--- src/rtl/frame_cmd_scheduler.sv ---
// Frame command scheduler: queues Avalon-written commands and commit markers, broadcasts
// commands to display components and performs the front/back buffer swap in vertical blank.
module frame_cmd_scheduler #(
  parameter int DEPTH       = 16,
  parameter int VBLANK_LINE = 480
) (
  input  logic        clk,
  input  logic        reset,
  input  logic        chipselect,
  input  logic        write,
  input  logic        read,
  input  logic        address,
  input  logic [31:0] writedata,
  output logic [31:0] readdata,
  input  logic [9:0]  vcount,
  output logic [31:0] cmd_out,
  output logic        front_buf,
  output logic        swap_done
);
  localparam int AW = (DEPTH > 1) ? $clog2(DEPTH) : 1;
  localparam int CW = $clog2(DEPTH + 1);

  typedef enum logic [1:0] {IDLE, WAIT_VB, SWAP} state_t;

  state_t         state;
  logic [32:0]    mem [DEPTH];
  logic [AW-1:0]  wr_ptr, rd_ptr;
  logic [CW-1:0]  count;
  logic           overflow;

  logic        empty, full, push, pop, push_ok, drop, in_vblank;
  logic [32:0] head, push_word;
  logic [31:0] status;

  assign empty     = (count == '0);
  assign full      = (count == CW'(DEPTH));
  assign head      = mem[rd_ptr];
  assign push      = chipselect && write;
  assign pop       = (state == IDLE) && !empty;
  // A pop in the same cycle frees the slot, so a push into a full FIFO is still taken.
  assign push_ok   = push && (!full || pop);
  assign drop      = push && full && !pop;
  assign push_word = address ? {1'b1, 32'h0} : {1'b0, writedata};
  assign in_vblank = ({22'd0, vcount} >= 32'(VBLANK_LINE));
  assign status    = {16'h0, overflow, front_buf, (state == WAIT_VB), full, empty,
                      3'b000, 8'(count)};

  // Storage needs no reset: validity is tracked entirely by count.
  always_ff @(posedge clk) begin
    if (push_ok) mem[wr_ptr] <= push_word;
  end

  always_ff @(posedge clk or negedge reset) begin
    if (!reset) begin
      wr_ptr   <= '0;
      rd_ptr   <= '0;
      count    <= '0;
      overflow <= 1'b0;
      readdata <= 32'h0;
    end else begin
      if (push_ok) wr_ptr <= wr_ptr + 1'b1;
      if (pop)     rd_ptr <= rd_ptr + 1'b1;
      case ({push_ok, pop})
        2'b10:   count <= count + 1'b1;
        2'b01:   count <= count - 1'b1;
        default: count <= count;
      endcase
      if (drop)                      overflow <= 1'b1;
      else if (chipselect && read)   overflow <= 1'b0;
      if (chipselect && read) readdata <= status;
    end
  end

  always_ff @(posedge clk or negedge reset) begin
    if (!reset) begin
      state     <= IDLE;
      cmd_out   <= 32'h0;
      front_buf <= 1'b0;
      swap_done <= 1'b0;
    end else begin
      cmd_out   <= 32'h0;
      swap_done <= 1'b0;
      case (state)
        IDLE: begin
          if (pop) begin
            if (head[32]) state <= WAIT_VB;
            else          cmd_out <= {head[31:14], ~front_buf, head[12:0]};
          end
        end
        WAIT_VB: begin
          if (in_vblank) begin
            state   <= SWAP;
            cmd_out <= 32'h001E0000 | {18'h0, ~front_buf, 13'h0};
          end
        end
        SWAP: begin
          state     <= IDLE;
          front_buf <= ~front_buf;
          swap_done <= 1'b1;
        end
        default: state <= IDLE;
      endcase
    end
  end
endmodule

--- config.mk ---
export PLATFORM = sky130hd
export DESIGN_NAME = frame_cmd_scheduler
export DESIGN_NICKNAME = d
export VERILOG_FILES = /design/src/rtl/frame_cmd_scheduler.sv
export SDC_FILE = /design/constraint.sdc
export NUM_CORES = 1
export LEC_CHECK = 0
export ABC_AREA = 1
export CORE_MARGIN = 2
export CORE_UTILIZATION = 64
export DETAILED_ROUTE_END_ITERATION = 7
export GPL_TIMING_DRIVEN = 0
export PLACE_DENSITY = 0.84
export SLEW_MARGIN = 0
export SYNTH_ARGS = -nofsm -noshare
export SYNTH_HDL_FRONTEND = slang
export SYNTH_SLANG_ARGS = --single-unit
--- constraint.sdc ---
create_clock -name clk -period 9.1 [get_ports clk]
set_input_delay 1.365 -clock clk [delete_from_list [all_inputs] [get_ports clk]]
set_output_delay 1.365 -clock clk [all_outputs]
set_load 0.05 [all_outputs]
==> flow_metrics.py, run 1 <==
metrics = {
    "outcome": {
        "status": "completed",
    },
    "synthesis": {
        "synth_seq_cells": 572,
        "yosysWarnings": 0,
        "mappedNetlistArea_mm2": 0.0230,
        "syn_avg_cell_area_um2": 12.5,
        "synth.distinct_cells": 26,
        "ys_seq_area_share_pct": 73.4,
        "synthCells": 1834,
    },
    "routing": {
        "vias_per_cell": 6.52,
        "drc": 0,
        "dr.pass1.iters": 6,
        "drt-initial-drc-count": 2894,
        "finalWirelength_um": 66200,
        "ant_nets": 0,
        "wl_per_cell_um": 26.3,
        "vias": 16400,
    },
    "sta": {
        "fmax_ghz": 0.270,
        "fin_crit_ns": 3.70,
        "setup_violations": 0,
        "post-route-period-util_pct": 40.7,
        "hold_violations": 0,
        "max-slew-margin-rel_pct": 9.72,
        "drv_slew": 0,
        "setup_ws_ns": 5.40,
        "worst_slew_pin_slew_ns": 1.35,
        "rsz0062_at_grt": "no",
        "skew_ns": 0.0164,
        "setup_tns_ns": 0,
        "timing.hold.ws_ns": 0.479,
    },
    "cells_and_area": {
        "final_util_pct": 75.1,
        "diodes": 0,
        "drive_above_1_share_pct": 8.84,
        "fillerInstances": 2072,
        "nets": 2070,
        "synthToLayoutAreaGrowth_pct": 15.8,
    },
    "setup_path": {
        "r2r_start": "count[0]",
        "ff2ff_setup_slack_ns": 6.09,
        "r2r_end": "mem[9][32]",
        "r2r_cells": 9,
        "cp.arrival_ns": 3.90,
        "crit_path_max_fanout": 20,
        "setup.worst_path.end_class": "register",
        "crit_required_ns": 9.30,
        "crit_type": "in2reg",
        "start_kind": "input pin",
    },
    "cts": {
        "cts.path.max_buffers": 3,
        "clkLatencyLatePin_ns": 0.60,
        "ctsHoldBuffers": 0,
        "cts_buffers": 54,
        "cts_setup_buffers": 0,
        "cts_tree": "done",
        "cts.sinks": 572,
        "cts_root_buf": "clkbuf_16",
        "h-tree-depth": 2,
        "clk_pin_slew_ns": 0.06,
        "cts_resized": 0,
    },
    "floorplanning": {
        "coreArea_mm2": 0.0355,
        "start_util_pct": 64.8,
        "pin_count": 114,
        "dieArea_mm2": 0.0375,
        "die_h_um": 194,
        "num_rows": 69,
        "fp.dieW_um": 194,
    },
    "grt": {
        "grt_pass1_wl_um": 96400,
        "grt_pass1_vias": 16000,
        "grt_max_degree": 58,
        "track_usage_pct": 34.9,
        "gr-total-overflow": 0,
        "antenna_found_initial": 0,
    },
    "power": {
        "power_leakage_uw": 0.00964,
        "peakVddDrop_mv": 0.232,
        "powerDensity_mw_per_mm2": 320,
        "power_uw": 8530,
    },
    "place": {
        "portBuffers": 85,
        "place_ws_ns": 4.89,
        "dp_hpwl_um": 41300,
        "gp_congestion": 0.876,
    },
    "worst_hold_path": {
        "hold_depth": 1,
        "holdPathEnd": "cmd_out[13]",
        "hp-class": "reg2reg",
        "hold_start": "front_buf",
    },
    "job": {
        "cap_violations": 0,
    },
}
[Yosys cell counts]
cell type    n  share of area, %
o21ai_0    210               4.6
buf_6       12              0.59
inv_1      141               2.3
buf_1       11              0.18
o22ai_1      1             0.027
inv_2        2             0.033
xnor2_1      2             0.076
buf_2       27              0.59
o31ai_1      1             0.033
nand4_1      2             0.054
clkbuf_1    52              0.85
buf_4       32               1.0
a21boi_0     1             0.033
a21oi_1     98               2.1
dfrtp_1     60               6.5
nor2_1     292               4.8
xor2_1      10              0.38
o21bai_1     3             0.098
nand3_1     93               2.0
o211ai_1   111               3.6
nand2_1    108               1.8
ha_1         9              0.49
and3_1       1             0.027
edfxtp_1   512                67
conb_1       1             0.016
o21ai_1     42              0.91
[cells by family (layout without fill, tap and decap cells)]
kind of cell / after synthesis / count (layout) / share of synthesized area, %
and+or+nand+nor: 496 / 496 / 8.63
buffers and inverters: 277 / 480 / 5.58
other: 1 / 22 / 0.0163
xor gates and xnor gates: 12 / 12 / 0.457
adders and majority gates: 9 / 9 / 0.490
DFF: 572 / 572 / 73.4
AOI/OAI and AO/OA: 467 / 467 / 11.4
[metal layers]
metal | up-vias | track usage [%] | part of all wire, %
li1 | 6839 | - | -
met1 | 7731 | 46.4 | 33
met2 | 1584 | 54.9 | 46
met3 | 277 | 7.03 | 14
met4 | 0 | 19.2 | 6.0
met5 | - | 0 | 0
[per-stage QoR]
stage	cell area, um^2	cells
final	26600	2519
after floorplan	23100	1855
after detailed placement	25000	2418
after CTS	26600	2519
after global routing	26600	2519
after global placement	24500	2401
[how the worst max path moves through the flow]
stage | slack, ns | cells past startpoint | from | end
CTS | 5.50 | 3 | address | mem[12][11]
detailed placement | 4.89 | 3 | address | mem[10][11]
global placement | 3.31 | 7 | chipselect | mem[9][11]
floorplan | 5.45 | 6 | chipselect | mem[11][0]
finish | 5.40 | 3 | address | mem[10][28]
global route | 5.40 | 3 | address | mem[12][11]
[registers in the layout, indices dropped and copies added, names as in the netlist]
signal	count
mem	512
swap_done	1
overflow	1
count	5
front_buf	1
wr_ptr	4
rd_ptr	4
state	2
cmd_out	32
readdata	10
[worst max-delay path, cell delays in order]
cell and delay, ns:
clkdlybuf4s50_1 0.86, clkbuf_1 0.52, nor2_1 1.13
[area by class of cell]
type / count / area [um^2] / share of cell area [%]
clock inverter: 34 / 205 / 0.770
multi-input combinational: 1006 / 5030 / 18.9
clock buffer: 67 / 1420 / 5.33
tap: 461 / 577 / 2.17
sequential: 572 / 16900 / 63.4
inverter: 143 / 537 / 2.02
buffer: 134 / 747 / 2.80
timing repair buffer: 102 / 1240 / 4.66
[layout by cell type (no fill, tap or decap)]
| master | Yosys | final |
|---|---|---|
| buf_12 | 0 | 10 |
| and3_1 | 1 | 1 |
| clkinv_8 | 0 | 1 |
| nand4_1 | 2 | 2 |
| buf_6 | 12 | 12 |
| buf_1 | 11 | 11 |
| ha_1 | 9 | 9 |
| o211ai_1 | 111 | 111 |
| clkbuf_8 | 0 | 2 |
| conb_1 | 1 | 22 |
| a21oi_1 | 98 | 98 |
| clkinv_2 | 0 | 12 |
| dfrtp_1 | 60 | 60 |
| nor2_4 | 0 | 16 |
| clkdlybuf4s50_1 | 0 | 84 |
| clkbuf_16 | 0 | 54 |
| a21boi_0 | 1 | 1 |
| xor2_1 | 10 | 10 |
| xnor2_1 | 2 | 2 |
| buf_4 | 32 | 33 |
| clkinv_1 | 0 | 15 |
| buf_16 | 0 | 7 |
| bufinv_16 | 0 | 1 |
| inv_1 | 141 | 141 |
| clkbuf_1 | 52 | 63 |
| nand2_1 | 108 | 108 |
| inv_6 | 0 | 3 |
| clkinv_4 | 0 | 1 |
| nand3_1 | 93 | 93 |
| edfxtp_1 | 512 | 512 |
| nor2_1 | 292 | 276 |
| o21ai_0 | 210 | 210 |
| buf_2 | 27 | 27 |
| o21bai_1 | 3 | 3 |
| clkinvlp_4 | 0 | 1 |
| o21ai_1 | 42 | 42 |
| inv_2 | 2 | 2 |
| o31ai_1 | 1 | 1 |
| o22ai_1 | 1 | 1 |
[power by group]
group	switching [uW]	internal (uW)
clock	959	1140
sequential	77.0	3070
combinational	2400	893
No activity file was read; power rests on OpenSTA's default activity.
==> run 2, diff against run 1 <==
--- a/config.mk
+++ b/config.mk
@@ -7,10 +7,10 @@
 export LEC_CHECK = 0
 export ABC_AREA = 1
 export CORE_MARGIN = 2
-export CORE_UTILIZATION = 64
+export CORE_UTILIZATION = 60
 export DETAILED_ROUTE_END_ITERATION = 7
 export GPL_TIMING_DRIVEN = 0
-export PLACE_DENSITY = 0.84
+export PLACE_DENSITY = 0.8
 export SLEW_MARGIN = 0
 export SYNTH_ARGS = -nofsm -noshare
 export SYNTH_HDL_FRONTEND = slang
==> constraint.sdc (replaced) <==
create_clock -name clk -period 3.7 [get_ports clk]
set_input_delay 0.555 -clock clk [delete_from_list [all_inputs] [get_ports clk]]
set_output_delay 0.555 -clock clk [all_outputs]
set_load 0.05 [all_outputs]
==> run 2 against run 1 <==
Worst setup slack lost 4.7 ns. Cell area grew 0.63%. Sequential share of layout area shrank 0.40 points. Die area grew 6.5%. Largest cell class unchanged.
==> flow_metrics.py, run 2 (same netlist as run 1, synthesis figures left out) <==
metrics = {
    "place": {
        "place_ws_ns": 0.0717,
        "dp_hpwl_um": 41400,
        "portBuffers": 85,
        "dp_cells": 2468,
        "gp_congestion": 0.894,
    },
    "sta": {
        "fin_crit_ns": 3.01,
        "skew_ns": 0.0316,
        "hold_violations": 0,
        "post-route-period-util_pct": 81.3,
        "worst_slew_pin_slew_ns": 1.25,
        "timing.hold.ws_ns": 0.309,
        "rsz0062_at_grt": "no",
        "fmax_ghz": 0.332,
        "drv_slew": 0,
        "setup_tns_ns": 0,
        "setup_ws_ns": 0.690,
        "setup_violations": 0,
        "max-slew-margin-rel_pct": 16.9,
    },
    "grt": {
        "gr-total-overflow": 0,
        "grt_max_degree": 57,
        "track_usage_pct": 33.4,
        "antenna_found_initial": 0,
        "grt_pass1_vias": 15400,
        "grt_pass1_wl_um": 94900,
    },
    "cts": {
        "cts_resized": 0,
        "cts_buffers": 55,
        "cts.sinks": 572,
        "clk_pin_slew_ns": 0.06,
        "cts_root_buf": "clkbuf_16",
        "h-tree-depth": 2,
        "cts_tree": "done",
        "clkLatencyLatePin_ns": 0.61,
        "cts.path.max_buffers": 3,
    },
    "setup_path": {
        "crit_path_max_fanout": 18,
        "crit_type": "reg2reg",
        "path_cells": "nor2_1 > nand4_1 > nand2_1 > nand2_1 > nand2_1 > inv_1 > nand2_1 > nor2_4 > buf_16",
        "start_kind": "register",
        "cp.arrival_ns": 3.29,
        "crit_required_ns": 3.98,
        "setup.worst_path.end_class": "register",
        "slowest_stage": "nor2_4",
        "crit_path_frequent_cell": "nand2_1",
        "max_stage_delay_ns": 0.72,
    },
    "cells_and_area": {
        "fillerInstances": 2432,
        "drive_above_1_share_pct": 8.93,
        "diodes": 0,
        "largestRegisters": "mem x512, cmd_out x32, readdata x10",
        "synthToLayoutAreaGrowth_pct": 16.6,
        "nets": 2072,
        "final_common_cell": "edfxtp_1",
        "final_cells": 2571,
        "layout_common_cells": "edfxtp_1, nor2_1, o21ai_0",
        "largest_register_ffs": 512,
        "regMostFlops": "mem",
    },
    "floorplanning": {
        "start_util_pct": 61.1,
        "die_h_um": 200,
        "pin_count": 114,
        "fp.dieW_um": 200,
        "dieArea_mm2": 0.0399,
        "num_rows": 71,
        "coreArea_mm2": 0.0377,
    },
    "power": {
        "power_leakage_uw": 0.00969,
        "peakVddDrop_mv": 0.460,
        "powerDensity_mw_per_mm2": 787,
    },
    "routing": {
        "drc": 0,
        "wl_per_cell_um": 25.4,
        "drt-initial-drc-count": 2224,
        "vias_per_cell": 6.21,
        "ant_nets": 0,
        "dr.pass1.iters": 6,
        "finalWirelength_um": 65200,
        "vias": 16000,
    },
    "outcome": {
        "status": "completed",
    },
    "job": {
        "cap_violations": 0,
    },
    "worst_hold_path": {
        "hp-class": "in2async",
    },
}
==> run 2: layout make-up <==
| class | instances | area [um^2] | area share [%] |
|---|---|---|---|
| Buffer | 134 | 747 | 2.79 |
| Tap cell | 511 | 639 | 2.39 |
| Clock inverter | 22 | 160 | 0.597 |
| Inverter | 143 | 537 | 2.00 |
| Sequential cell | 572 | 16900 | 63.0 |
| Clock buffer | 80 | 1550 | 5.79 |
| Timing Repair Buffer | 103 | 1260 | 4.70 |
| Multi-Input combinational cell | 1006 | 5030 | 18.8 |
==> run 2: critical path, delay by kind of cell, from the launching register on <==
kind	cells	cell delay, ns
and+or+nand+nor	7	1.74
buffers and inverters	2	0.47
DFF	1	0.43
==> run 2: worst paths after layout <==
path                            depth (start not counted)       from     endpoint  slack, ns
min in group clk                                        1  front_buf  cmd_out[13]       0.46
max in group asynchronous                               3      reset  cmd_out[11]       2.81
worst max-delay path                                    9   count[0]  mem[15][22]       0.69
worst max register to register                          9   count[0]  mem[15][22]       0.69
worst min register to register                          1  front_buf  cmd_out[13]       0.46
worst min-delay path                                    2      reset  cmd_out[20]       0.31
==> run 2: where the power goes <==
group	switching, uW	total, uW	internal (uW)	leakage (uW)
Clock	2340	5380	3040	0.000846
Combinational	5780	7980	2200	0.00338
Sequential	186	7740	7550	0.00546
Total	8310	21100	12800	0.00969
==> run 2: timing repair <==
item,4_1_cts,5_1_grt
endpoints found under the hold margin,4,0
setup endpoints to repair,0,0
buffers inserted,0,0
hold buffers,1,0
==> run 2: stage by stage <==
step	utilization [%]	power, uW	area (um^2)
after floorplan	-	12500	23100
after global placement	65.2	15200	24600
after detailed placement	66.6	15600	25100
after CTS	71.2	20900	26800
after global routing	71.2	21800	26800
final	71.2	21100	26800
==> run 2: per-layer routing <==
| metal | wire length, um | part of all wire (%) | GRT usage [%] | vias to the layer above |
|---|---|---|---|---|
| li1 | - | - | - | 6855 |
| met3 | 8560 | 13 | 8.25 | 236 |
| met5 | 0 | 0 | 0 | - |
| met1 | 22700 | 35 | 43.2 | 7586 |
| met4 | 3500 | 5.4 | 17.6 | 0 |
| met2 | 30500 | 47 | 52.9 | 1280 |
